File: src/rtl/xor_sched_pkg.sv
// xor_sched_pkg: shared types and helpers for the round-robin XOR scheduler
package xor_sched_pkg;
  localparam int MAX_REQ = 16;
  typedef enum logic {ST_EMPTY, ST_FULL} state_t;
  function automatic int id_w(input int n);
    return (n <= 2) ? 1 : $clog2(n);
  endfunction
endpackage

File: src/rtl/xor_rr_arb.sv
// xor_rr_arb: rotate-priority pick starting at ptr, wrapping at N_REQ-1
module xor_rr_arb
  import xor_sched_pkg::*;
#(
  parameter int N_REQ = 4,
  parameter int ID_W = id_w(N_REQ)
) (
  input  logic [N_REQ-1:0] req,
  input  logic [ID_W-1:0]  ptr,
  output logic [N_REQ-1:0] gnt,
  output logic [ID_W-1:0]  idx,
  output logic             any_grant
);
  logic [ID_W-1:0] j;
  always_comb begin
    idx = '0;
    any_grant = 1'b0;
    j = '0;
    for (int k = N_REQ - 1; k >= 0; k--) begin
      j = ID_W'((int'(ptr) + k) % N_REQ);
      if (req[j]) begin
        idx = j;
        any_grant = 1'b1;
      end
    end
  end
  assign gnt = any_grant ? N_REQ'(1) << idx : '0;
endmodule

File: src/rtl/xor_rr_sched.sv
// xor_rr_sched: round-robin shared registered XOR; XOR_SCHED_PARITY_EN adds res_par
module xor_rr_sched
  import xor_sched_pkg::*;
#(
  parameter int N_REQ = 4,
  parameter int DATA_W = 8,
  localparam int ID_W = id_w(N_REQ)
) (
  input  logic                    clk,
  input  logic                    rst,
  input  logic [N_REQ-1:0]        req_valid,
  input  logic [N_REQ*DATA_W-1:0] req_a,
  input  logic [N_REQ*DATA_W-1:0] req_b,
  output logic [N_REQ-1:0]        req_ready,
  output logic                    res_valid,
  output logic [DATA_W-1:0]       res_data,
  output logic [ID_W-1:0]         res_id,
  input  logic                    res_ready
`ifdef XOR_SCHED_PARITY_EN
  ,
  output logic                    res_par
`endif
);
  state_t state, state_nx;
  logic [ID_W-1:0] ptr, idx;
  logic [N_REQ-1:0] gnt;
  logic any_grant, can_accept, xfer;
  logic [DATA_W-1:0] xor_val;
  xor_rr_arb #(.N_REQ(N_REQ), .ID_W(ID_W)) u_arb (
    .req(req_valid),
    .ptr(ptr),
    .gnt(gnt),
    .idx(idx),
    .any_grant(any_grant)
  );
  assign can_accept = (state == ST_EMPTY) || res_ready;
  assign req_ready = (can_accept && rst) ? gnt : '0;
  assign xfer = any_grant && can_accept && rst;
  assign xor_val = req_a[int'(idx)*DATA_W +: DATA_W] ^ req_b[int'(idx)*DATA_W +: DATA_W];
  assign res_valid = (state == ST_FULL);
  always_comb begin
    state_nx = xfer ? ST_FULL : (res_ready ? ST_EMPTY : state);
  end
  always_ff @(posedge clk or negedge rst) begin
    if (!rst) state <= ST_EMPTY;
    else state <= state_nx;
  end
  always_ff @(posedge clk or negedge rst) begin
    if (!rst) begin
      ptr <= '0;
      res_data <= '0;
      res_id <= '0;
    end else if (xfer) begin
      ptr <= (idx == ID_W'(N_REQ - 1)) ? '0 : idx + 1'b1;
      res_data <= xor_val;
      res_id <= idx;
    end
  end
`ifdef XOR_SCHED_PARITY_EN
  always_ff @(posedge clk or negedge rst) begin
    if (!rst) res_par <= 1'b0;
    else if (xfer) res_par <= ^xor_val;
  end
`endif
endmodule

File: config.mk
export PLATFORM = sky130hd
export DESIGN_NAME = xor_rr_sched
export DESIGN_NICKNAME = d
export VERILOG_FILES = /design/src/rtl/xor_sched_pkg.sv /design/src/rtl/xor_rr_arb.sv /design/src/rtl/xor_rr_sched.sv
export SDC_FILE = /design/constraint.sdc
export NUM_CORES = 1
export LEC_CHECK = 0
export BUFFER_PORTS_ARGS = -buffer_cell sky130_fd_sc_hd__buf_2
export CORE_MARGIN = 4
export CORE_UTILIZATION = 43
export DETAILED_ROUTE_END_ITERATION = 8
export PLACE_DENSITY = 0.9
export SLEW_MARGIN = 0
export SYNTH_ARGS = -nofsm -noshare
export SYNTH_HDL_FRONTEND = slang
export SYNTH_SLANG_ARGS = --single-unit
File: constraint.sdc
create_clock -name clk -period 3.54 [get_ports clk]
set_input_delay 0.708 -clock clk [delete_from_list [all_inputs] [get_ports clk]]
set_output_delay 0.708 -clock clk [all_outputs]
set_load 0.05 [all_outputs]
# ---- Word level (Yosys, flattened, before mapping)
# Cells that the tools add are included.
dict set report word_totals {
  register_bits 13
  latchBits 0
  ram_bits 0
  romBits 0
  out_inout_bits 15
  elab_cells 44
  n_memories 0
}
dict set report classes {
  n_addsub 4
  n_mul 0
  div 0
  order_cmp 4
  n_eq_ne 1
  shifts 3
  mux 21
  n_bitwise 2
  n_reduce_logical 5
}
# operator count
set ops {}
lappend ops {{$shiftx A32 B6 Y8} 2}
lappend ops {{$lt A2 B3 Y1 const B} 4}
lappend ops {{$mux W1} 10}
lappend ops {{$mux W2} 5}
lappend ops {{$bmux W1 S2} 4}
lappend ops {{$mux W4} 2}
lappend ops {{$xor A8 B8 Y8} 1}
lappend ops {{$add A2 B1 Y2 const B} 2}
lappend ops {{$add A2 B2 Y2 const B} 2}
lappend ops {{$shl A1 B2 Y4 const A} 1}
lappend ops {{$logic_and A1 B1 Y1} 3}
lappend ops {{$eq A2 B2 Y1 const B} 1}
lappend ops {{$reduce_bool A2 Y1} 1}
lappend ops {{$logic_or A1 B1 Y1} 1}
lappend ops {{$not A1 Y1} 1}

# ---- Longest topological paths before layout
# Gate-level depths: netlist of the first run.
dict set report logic_depth {
  ltp_word 10
  mapped_depth 7
  ltp_nobuf 6
}

# ---- Modules after synthesis
# Synthesis of the first run repeated with hierarchy kept, for this count alone.
dict set report unflattened {
  cells_unflattened 106
  hier_area_um2 1182.4
}
# module n_inst cells_per_inst area_per_inst_um2
set by_module_without_submodules {}
lappend by_module_without_submodules {xor_rr_sched 1 77 999.7}
lappend by_module_without_submodules {xor_rr_arb 1 29 182.7}

# ---- Least setup slack after synthesis of the first run
# Ideal clock, no wire load.
dict set report synth_timing {
  kind {input to output}
  from {input req_valid[3]}
  to {output req_ready[1]}
  arrival_ns 2.406
  t_required_ns 2.832
  slack_ns 0.426
  stages 6
  cell_sequence {nand3b_1 o21ai_1 a221oi_2 nand2b_1 buf_4 nor3_1}
}
dict set report synth_via {
  elab_chain_cells 9
  elab_cells_between_ends 19
}
# element line
set synth_rtl {}
lappend synth_rtl {{from (decl)} xor_rr_sched.sv:11} ;# input logic [N_REQ-1:0] req_valid,
lappend synth_rtl {{$bmux W1 S2} xor_rr_arb.sv:21} ;# if (req[j]) begin
lappend synth_rtl {{$mux W1 (not written as such)} xor_rr_arb.sv:21}
lappend synth_rtl {{$mux W2 (4 in a row)} xor_rr_arb.sv:21}
lappend synth_rtl {{$shl A1 B2 Y4} xor_rr_arb.sv:27} ;# assign gnt = any_grant ? N_REQ'(1) << idx : '0;
lappend synth_rtl {{$mux W4 *} xor_rr_arb.sv:27}
lappend synth_rtl {{$mux W4 *} xor_rr_sched.sv:37} ;# assign req_ready = (can_accept && rst) ? gnt : '0;
lappend synth_rtl {{to (decl)} xor_rr_sched.sv:14} ;# output logic [N_REQ-1:0] req_ready,
# Mark *: on every way between the ends. The rest lies on a longest branch, timed or not. The select of a mux whose other input is x is not followed.

# ---- Final worst setup path of the first run
dict set report layout_timing {
  from {input req_valid[1]}
  to {output req_ready[0]}
}
# Same word-level chain as after synthesis.

==> results of run 1 <==
per-layer routing:
metal	part of all wire (%)	wire, µm
met3	13	403
met5	0	0
met4	1.5	46
met2	50	1510
met1	35	1050
logic make-up (layout without fill, tap and decap cells):
| kind of cell | count (synthesis) | in the layout | share of synthesized area, % |
|---|---|---|---|
| compound gates | 14 | 14 | 14.5 |
| xor+xnor | 32 | 32 | 24.3 |
| fa+ha+maj | 1 | 1 | 1.08 |
| buf+inv | 6 | 93 | 3.69 |
| flops | 13 | 13 | 28.2 |
| mux | 17 | 17 | 14.8 |
| simple gates | 32 | 32 | 13.4 |
power by group:
group | internal [µW] | switching (µW)
sequential | 206 | 40.5
clock | 43.7 | 50.9
combinational | 202 | 394
per-stage QoR:
stage	cell area, µm²	hold WS, ps	setup slack [ps]
finish	1620	312	528
global route	1620	327	400
CTS	1620	322	510
detailed placement	1600	469	520
global placement	1600	461	564
floorplan	1150	412	426
worst reg2reg max path: cells and delay by family, from the launching register on:
family / cells / cell delay (ps)
and+or+nand+nor: 2 / 460
AOI/OAI and AO/OA: 3 / 560
buffers and inverters: 1 / 220
DFF: 1 / 460
layout by cell type (no fill, tap or decap), drive strengths merged, types with 2 or more instances in the layout:
cell type / count
o221ai: 8
xor2: 32
buf: 87
dfrtp: 13
mux2i: 17
nand2: 20
clkbuf: 4
nor2: 4
inv: 2
o21ai: 2
nand2b: 3
registers in the layout, summed over array words and instances, names as in the netlist:
signal	flops
res_valid	1
res_data	8
ptr	2
res_id	2
cell usage after synthesis:
master	count
inv_2	1
nor3_1	1
a21oi_1	1
inv_1	1
and2_1	1
buf_4	1
nand3_2	1
nand2b_1	3
a221oi_2	1
nand2_1	19
nand2_2	1
nor2_4	1
o221ai_2	8
ha_1	1
o21ai_1	1
a32o_1	1
buf_2	1
nand3b_1	1
dfrtp_1	13
o21ai_0	1
o31ai_1	1
or4_1	1
mux2i_1	17
xor2_1	32
buf_6	2
nor2_1	3
final timing paths:
kind | startpoint | endpoint | slack (ps) | depth (start not counted)
setup / recovery | req_valid[1] | req_ready[0] | 530 | 7
hold / removal | rst | res_data[4] | 310 | 1
setup reg to reg | ptr[1] | res_data[4] | 1720 | 6
hold reg to reg | res_data[5] | res_data[5] | 490 | 2
max in group asynchronous | rst | ptr[0] | 2980 | 1
min in group clk | res_data[5] | res_data[5] | 490 | 2
cell type report:
type	count	area share, %
clock buffer	4	1.62
inverter	2	0.463
multi-input combinational	96	48.4
sequential	13	20.0
tap	30	2.31
timing repair buffer	87	27.1
==> results.md, run 1 <==
* Placed Cells at 228
* Die X at 59.8 µm
* Post-layout util at 64.3%
* Slowest stage delay, CP at 570 ps
* Routed Antenna Nets at 0
* Fill count at 247
* Worst-Skew Late Latency at 280 ps
* Data required, critical path at 2830 ps
* Reg clk slew, reported paths at 90 ps
* Skew final at 6.55 ps
* Full die area at 3580 µm²
* Layout cells sized above 1 at 51.0%
* Core region area at 2520 µm²
* Grt met2 use at 31.5%
* Final setup viols at 0
* Sink Count at 13
* Die H at 59.8 µm
* Via count at 1157
* Final period util at 85.1%
* Ys Warns at 0
* PortBufs at 85
* Routability cong. at 0.775
* Area grow syn2layout at 40.7%
* CTS tree: done
* Setup CP Type: input port to primary output
* HPWL after detailed placement at 2550 µm
* Worst setup SP type: input port
* CP arrival at 2300 ps
* Vias in the first global route at 1210
* Initial DRC count at 14
* Worst-path maximum fanout at 14
* CP Capture Type: primary output
* Boundary Pins at 86
* Worst path bufs/invs at 3
* Total Power at 937 µW
* All-Layer GR Usage at 18.1%
* Min cycle time layout at 3010 ps
* CP most frequent cell: buf_2
* Post-Synthesis Cells at 115
* Status: completed
* Total Wirelength at 3010 µm
* Setup TNS at 0 ps
* Post-synthesis sequential area ratio at 28.2%
* Synth cell types at 26
* Initial antenna violation count at 0
* Grt met1 use at 20.7%
* First-pass iteration count of the detailed router at 4
* # DRC at 0
* CTS Buffer Depth at 2
* Critical path's top delay family: simple AND/OR/NAND/NOR gates
* Largest net degree at the start of global routing at 21
* Post-CTS sizing at 0
* Worst Tran Pin Value at 356 ps
* Final Slew Violations at 0
* RSZ-0062 raised after global routing: no
* Max VDD drop at 439 µV
* First-pass GRT wire length at 4940 µm
* Syn Area/Cell at 10.0 µm²
* Post CTS Setup Buffer Count at 0
* Syn_nets at 187
* GRT busiest layer: met2
* Wirelength per Cell at 13.0 µm
* # rows at 18
* Hold Path Class: input port to asynchronous set/reset pin
* TritonCTS Buffers at 3
* Nets at 275
* Highest clock rate at 332 MHz
* Clk Tree Root Cell: clkbuf_4
* Cell Pwr Density at 578 nW/µm²
* Grt met3 use at 5.18%
* Inserted Diodes at 0
* Initial Util at 45.7%
* Leakage power at 0.000886 µW
* Largest area contributor in the netlist: dfrtp_1
* Register Area at 325 µm²
* H-tree lvl count at 1
* Synth area leaders: dfrtp_1, xor2_1, mux2i_1
* Count of final hold-check violations at 0
* Worst-path cell chain: buf_2 -> or4_1 -> nand3_2 -> inv_2 -> nand2b_1 -> nor2_1 -> buf_2
* Multi-input combinational cell area at 786 µm²
* Synth Cell Area at 1150 µm²
* Critical Path Slowest Stage Cell: or4_1
* #FFs+latches synth at 13
* Layout Cells excl Fill at 232
* Hold_buf cts at 0
* Max Cap Violations at 0
* Synth top area share at 28.2%
* Slew headroom at 76.3%
* Vias/cell at 4.99
* Gr ovfl total at 0
(Power assumes the default switching activity.)
==> run 2: changes to the inputs <==
- RECOVER_POWER: unset -> 50
==> run 2 against run 1 <==
  * Wire length rose by 0.23%
  * Fmax is 0.12% lower
  * Sequential power about the same
  * Combinational power fell by 1%
  * Flip-flop and latch count is the same
  * Clock power barely moved
  * Critical endpoint unchanged
  * Highest routed layer unchanged
==> results.md, run 2 (same netlist as run 1, synthesis figures left out) <==
* Largest registers: res_data: 8 flops, ptr: 2 flops, res_id: 2 flops
* First-pass GRT wire length at 4940 µm (unchanged)
* Vias in the first global route at 1210 (unchanged)
* Clk Tree Root Cell: clkbuf_4
* First-pass iteration count of the detailed router at 4 (unchanged)
* Highest clock rate at 332 MHz (-0.12%)
* Die H at 59.8 µm (unchanged)
* Core region area at 2520 µm² (unchanged)
* Critical Path Slowest Stage Cell: or4_1
* Die X at 59.8 µm (unchanged)
* RSZ-0062 raised after global routing: no
* Initial Util at 45.7% (unchanged)
* Final Slew Violations at 0 (unchanged)
* CTS Buffer Depth at 2 (unchanged)
* Sink Count at 13 (unchanged)
* CP arrival at 2310 ps (about the same)
* DP Worst Slack at 520 ps (unchanged)
* All-Layer GR Usage at 18.1% (unchanged)
* Max VDD drop at 438 µV (-0.19%)
* Via count at 1154 (-0.26%)
* Initial antenna violation count at 0 (unchanged)
* HPWL after detailed placement at 2550 µm (unchanged)
* Switching share of power at 52.2% (+0.41 points)
* Max reg flops at 8 (unchanged)
* PortBufs at 85 (unchanged)
* Final period util at 85.2% (+0.10 points)
* Hold_buf cts at 0 (unchanged)
* Data required, critical path at 2830 ps (about the same)
* Count of final hold-check violations at 0 (unchanged)
* Setup TNS at 0 ps (unchanged)
* Full die area at 3580 µm² (unchanged)
* Slowest stage delay, CP at 580 ps (about the same)
* Largest net degree at the start of global routing at 21 (unchanged)
* Worst setup SP type: input port
* Status: completed
* Gr ovfl total at 0 (unchanged)
* Slew headroom at 59.6% (-17 points)
* H-tree lvl count at 1 (unchanged)
* Reg clk slew, reported paths at 90 ps (about the same)
* Commonest non-fill, non-tap cells in the layout: buf_2, xor2_1, nand2_1
* Total Wirelength at 3020 µm (+0.23%)
* Fill count at 249 (+0.81%)
* CTS tree: done
* Boundary Pins at 86 (unchanged)
* Wirelength per Cell at 13.0 µm (+0.23%)
* Cell Pwr Density at 577 nW/µm² (-0.16%)
* Hold Path Class: input port to asynchronous set/reset pin
* # rows at 18 (unchanged)
* Inserted Diodes at 0 (unchanged)
* # DRC at 0 (unchanged)
* Post CTS Setup Buffer Count at 0 (unchanged)
* Biggest register: res_data
* Vias/cell at 4.97 (-0.26%)
* Skew final at 6.30 ps (-0.255 ps)
* Area grow syn2layout at 39.9%
* Layout cells sized above 1 at 47.5% (-3.5 points)
* CP Capture Type: primary output
* Comb pwr share at 63.3% (-0.3 points)
* Routed Antenna Nets at 0 (unchanged)
* Max Cap Violations at 0 (unchanged)
* Leakage power at 0.000865 µW (-2.4%)
* Final setup viols at 0 (unchanged)
* TritonCTS Buffers at 3 (unchanged)
* Worst-path maximum fanout at 14 (unchanged)
* Min cycle time layout at 3020 ps (+3.55 ps)
* Worst Tran Pin Value at 608 ps (+252 ps)
* Setup CP Type: input port to primary output
* Worst-path cell chain: clkbuf_1 -> or4_1 -> nand3_2 -> inv_2 -> nand2b_1 -> nor2_1 -> buf_2
* Nets at 275 (unchanged)
* Power share of the clock group at 10.2% (about the same)
* Worst-Skew Late Latency at 280 ps (about the same)
* Final setup margin at 524 ps (-3.55 ps)
* Switching power at 486 µW (about the same)
* Int Pwr at 445 µW (-1.5%)
* Initial DRC count at 19 (+5)
* Post-CTS sizing at 0 (unchanged)
* Routability cong. at 0.775 (unchanged)
* Commonest non-fill, non-tap cell in the layout: buf_2
* Sequential share of power at 26.6% (+0.3 points)
==> run 2: metrics by stage <==
step | cell area [µm²] | utilization [%] | power, µW | cells | hold WS [ps]
floorplan | 1150 | - | 704 | 115 | 412
CTS | 1620 | 64.3 | 947 | 232 | 322
detailed placement | 1600 | 63.3 | 853 | 228 | 469
global placement | 1600 | 63.3 | 843 | 228 | 461
global route | 1610 | 64.0 | 1000 | 232 | 327
finish | 1610 | 64.0 | 931 | 232 | 313
==> run 2: path summary, 6_finish.rpt <==
kind,startpoint,endpoint,slack (ps),depth (start not counted)
min in group clk,res_data[5],res_data[5],490,2
worst max register to register,ptr[1],res_data[4],1710,6
worst min-delay path,rst,res_data[4],310,1
worst min register to register,res_data[5],res_data[5],490,2
worst max-delay path,req_valid[1],req_ready[0],520,7
max in group asynchronous,rst,ptr[0],2980,1
==> run 2: cell type report <==
class                           count  area [µm²]  area share (%)
Inverter                            2        7.51           0.465
Clock buffer                        4        26.3            1.63
Multi-Input combinational cell     96         786            48.7
Timing Repair Buffer               87         432            26.7
Sequential cell                    13         325            20.2
Tap cell                           30        37.5            2.33
==> run 2: worst max-delay path, delay by kind of cell <==
family / cells / cell delay, ps
buf+inv: 3 / 430
simple gates: 4 / 1160
==> run 2: power by group through the flow <==
| stage | logic [µW] | registers, µW | clock network [µW] |
|---|---|---|---|
| after floorplan | 288 | 416 | 0 |
| after global placement | 593 | 250 | 0 |
| after detailed placement | 603 | 250 | 0 |
| after CTS | 605 | 247 | 95.1 |
| after global routing | 640 | 258 | 106 |
| final | 589 | 247 | 94.7 |
==> run 2: per-layer routing <==
| layer | track usage, % | up-vias | part of all wire [%] |
|---|---|---|---|
| li1 | - | 574 | - |
| met1 | 20.7 | 509 | 35 |
| met2 | 31.5 | 66 | 50 |
| met3 | 5.18 | 5 | 13 |
| met4 | 7.28 | 0 | 1.5 |
| met5 | 0 | - | 0 |
==> run 3: changes to the inputs <==
- clock period: 3.54 -> 3.6 ns (I/O delays scaled with it)
==> run 3 against run 2 <==
  * Setup slack improved by 23 ps
  * Core utilization is the same
  * Cell count unchanged
  * Register-to-register slack better by 70 ps
  * Combinational power is 3% lower
  * Final area unchanged
  * Via count about the same
  * Wire length shrank 6.5%
  * Largest cell class unchanged
  * Largest power group unchanged
==> results.md, run 3 (same netlist as run 1, synthesis figures left out) <==
* PortBufs at 85 (unchanged)
* Core region area at 2520 µm² (unchanged)
* Commonest non-fill, non-tap cell in the layout: buf_2
* Hold Path Class: input port to asynchronous set/reset pin
* Cell Pwr Density at 563 nW/µm² (-2.3%)
* Skew final at 0.336 ps (-5.96 ps)
* CP arrival at 2330 ps (+20 ps)
* Worst-path maximum fanout at 14 (unchanged)
* Commonest non-fill, non-tap cells in the layout: buf_2, xor2_1, nand2_1
* Min cycle time layout at 3050 ps
* Leakage power at 0.000864 µW (-0.11%)
* Count of final hold-check violations at 0 (unchanged)
* Post-CTS sizing at 0 (unchanged)
* CP Capture Type: primary output
* Post-layout util at 64.0% (unchanged)
* Final setup margin at 548 ps (+23.1 ps)
* Reg clk slew, reported paths at 80 ps (about the same)
* Sink Count at 13 (unchanged)
* Boundary Pins at 86 (unchanged)
* Clk Tree Root Cell: clkbuf_4
* Slowest stage delay, CP at 570 ps (about the same)
* Critical path's top delay family: simple AND/OR/NAND/NOR gates
* Via count at 1153 (-0.087%)
* Initial DRC count at 14 (-5)
* TritonCTS Buffers at 3 (unchanged)
* Worst setup SP type: input port
* Routed Antenna Nets at 0 (unchanged)
* Nets at 275 (unchanged)
* Worst path bufs/invs at 3 (unchanged)
* Max Cap Violations at 0 (unchanged)
* Area grow syn2layout at 39.9% (unchanged)
* # rows at 18 (unchanged)
* Max reg flops at 8 (unchanged)
* Final setup viols at 0 (unchanged)
* Slew headroom at 60.2% (+0.59 points)
* H-tree lvl count at 1 (unchanged)
* Vias/cell at 4.97 (about the same)
* All-Layer GR Usage at 16.3% (-1.8 points)
* # DRC at 0 (unchanged)
* Gr ovfl total at 0 (unchanged)
* Layout cells sized above 1 at 47.5% (unchanged)
* Total Power at 909 µW (-2.3%)
* Die X at 59.8 µm (unchanged)
* Placed Cells at 228 (unchanged)
* Final period util at 84.8%
* Layout Cells excl Fill at 232 (unchanged)
* Critical Path Slowest Stage Cell: or4_1
* Die H at 59.8 µm (unchanged)
* Routability cong. at 0.744 (-4.0%)
* Status: completed
* CTS Buffer Depth at 2 (unchanged)
* Vias in the first global route at 1111 (-8.2%)
* Worst-path cell chain: clkbuf_1 -> or4_1 -> nand3_2 -> inv_2 -> nand2b_1 -> nor3_1 -> buf_2
* Worst-Skew Late Latency at 270 ps (about the same)
* Initial Util at 45.7% (unchanged)
* CTS tree: done
* Biggest register: res_data
* First-pass GRT wire length at 4440 µm (-10%)
* Largest registers: res_data: 8 flops, ptr: 2 flops, res_id: 2 flops
* Wirelength per Cell at 12.2 µm (-6.5%)
* Fill count at 215 (-14%)
* Full die area at 3580 µm² (unchanged)
* Largest net degree at the start of global routing at 21 (unchanged)
* Hold_buf cts at 0 (unchanged)
* Worst Tran Pin Value at 599 ps (-8.90 ps)
* Final Slew Violations at 0 (unchanged)
* Inserted Diodes at 0 (unchanged)
* Setup TNS at 0 ps (unchanged)
* Max VDD drop at 400 µV (-8.7%)
* RSZ-0062 raised after global routing: no
* Highest clock rate at 328 MHz
* Total Wirelength at 2820 µm (-6.5%)
* Post CTS Setup Buffer Count at 0 (unchanged)
* Setup CP Type: input port to primary output
* DP Worst Slack at 544 ps (+24.4 ps)
* Data required, critical path at 2880 ps (+50 ps)
* First-pass iteration count of the detailed router at 4 (unchanged)
* Initial antenna violation count at 0 (unchanged)
* HPWL after detailed placement at 2370 µm (-7.1%)
-- run 3: path summary, 6_finish.rpt --
kind / startpoint / end / slack [ps] / cells past startpoint
setup / recovery: req_valid[1] / req_ready[1] / 550 / 7
hold reg to reg: res_id[0] / res_id[0] / 490 / 2
max in group asynchronous: rst / ptr[1] / 3030 / 1
hold / removal: rst / res_id[0] / 330 / 1
min in group clk: res_id[0] / res_id[0] / 490 / 2
setup reg to reg: ptr[1] / res_data[4] / 1780 / 6
-- run 3: cell type report --
cell class	count	area (µm²)	share of cell area [%]
clock buffers	4	26.3	1.63
inverters	2	7.51	0.465
multi-input cells	96	786	48.7
well taps	30	37.5	2.33
repair buffers	87	432	26.7
flip-flops and latches	13	325	20.2
-- run 3: metal layers --
layer  vias to the layer above  GRT usage [%]  routed length [µm]
met1                       507           18.8                1080
met5                         -              0                   0
met3                         6           4.75                 356
met2                        65           27.3                1330
li1                        575              -                   -
met4                         0           8.23                  51
-- run 3: power breakdown --
part / internal, µW / switching, µW
registers: 203 / 42.4
clock network: 42.9 / 48.8
logic: 190 / 382
-- run 3: metrics by stage --
stage               instance area [µm²]  hold WS [ps]
floorplan                          1150           424
global placement                   1600           461
detailed placement                 1600           462
CTS                                1620           336
global route                       1610           342
finish                             1610           330
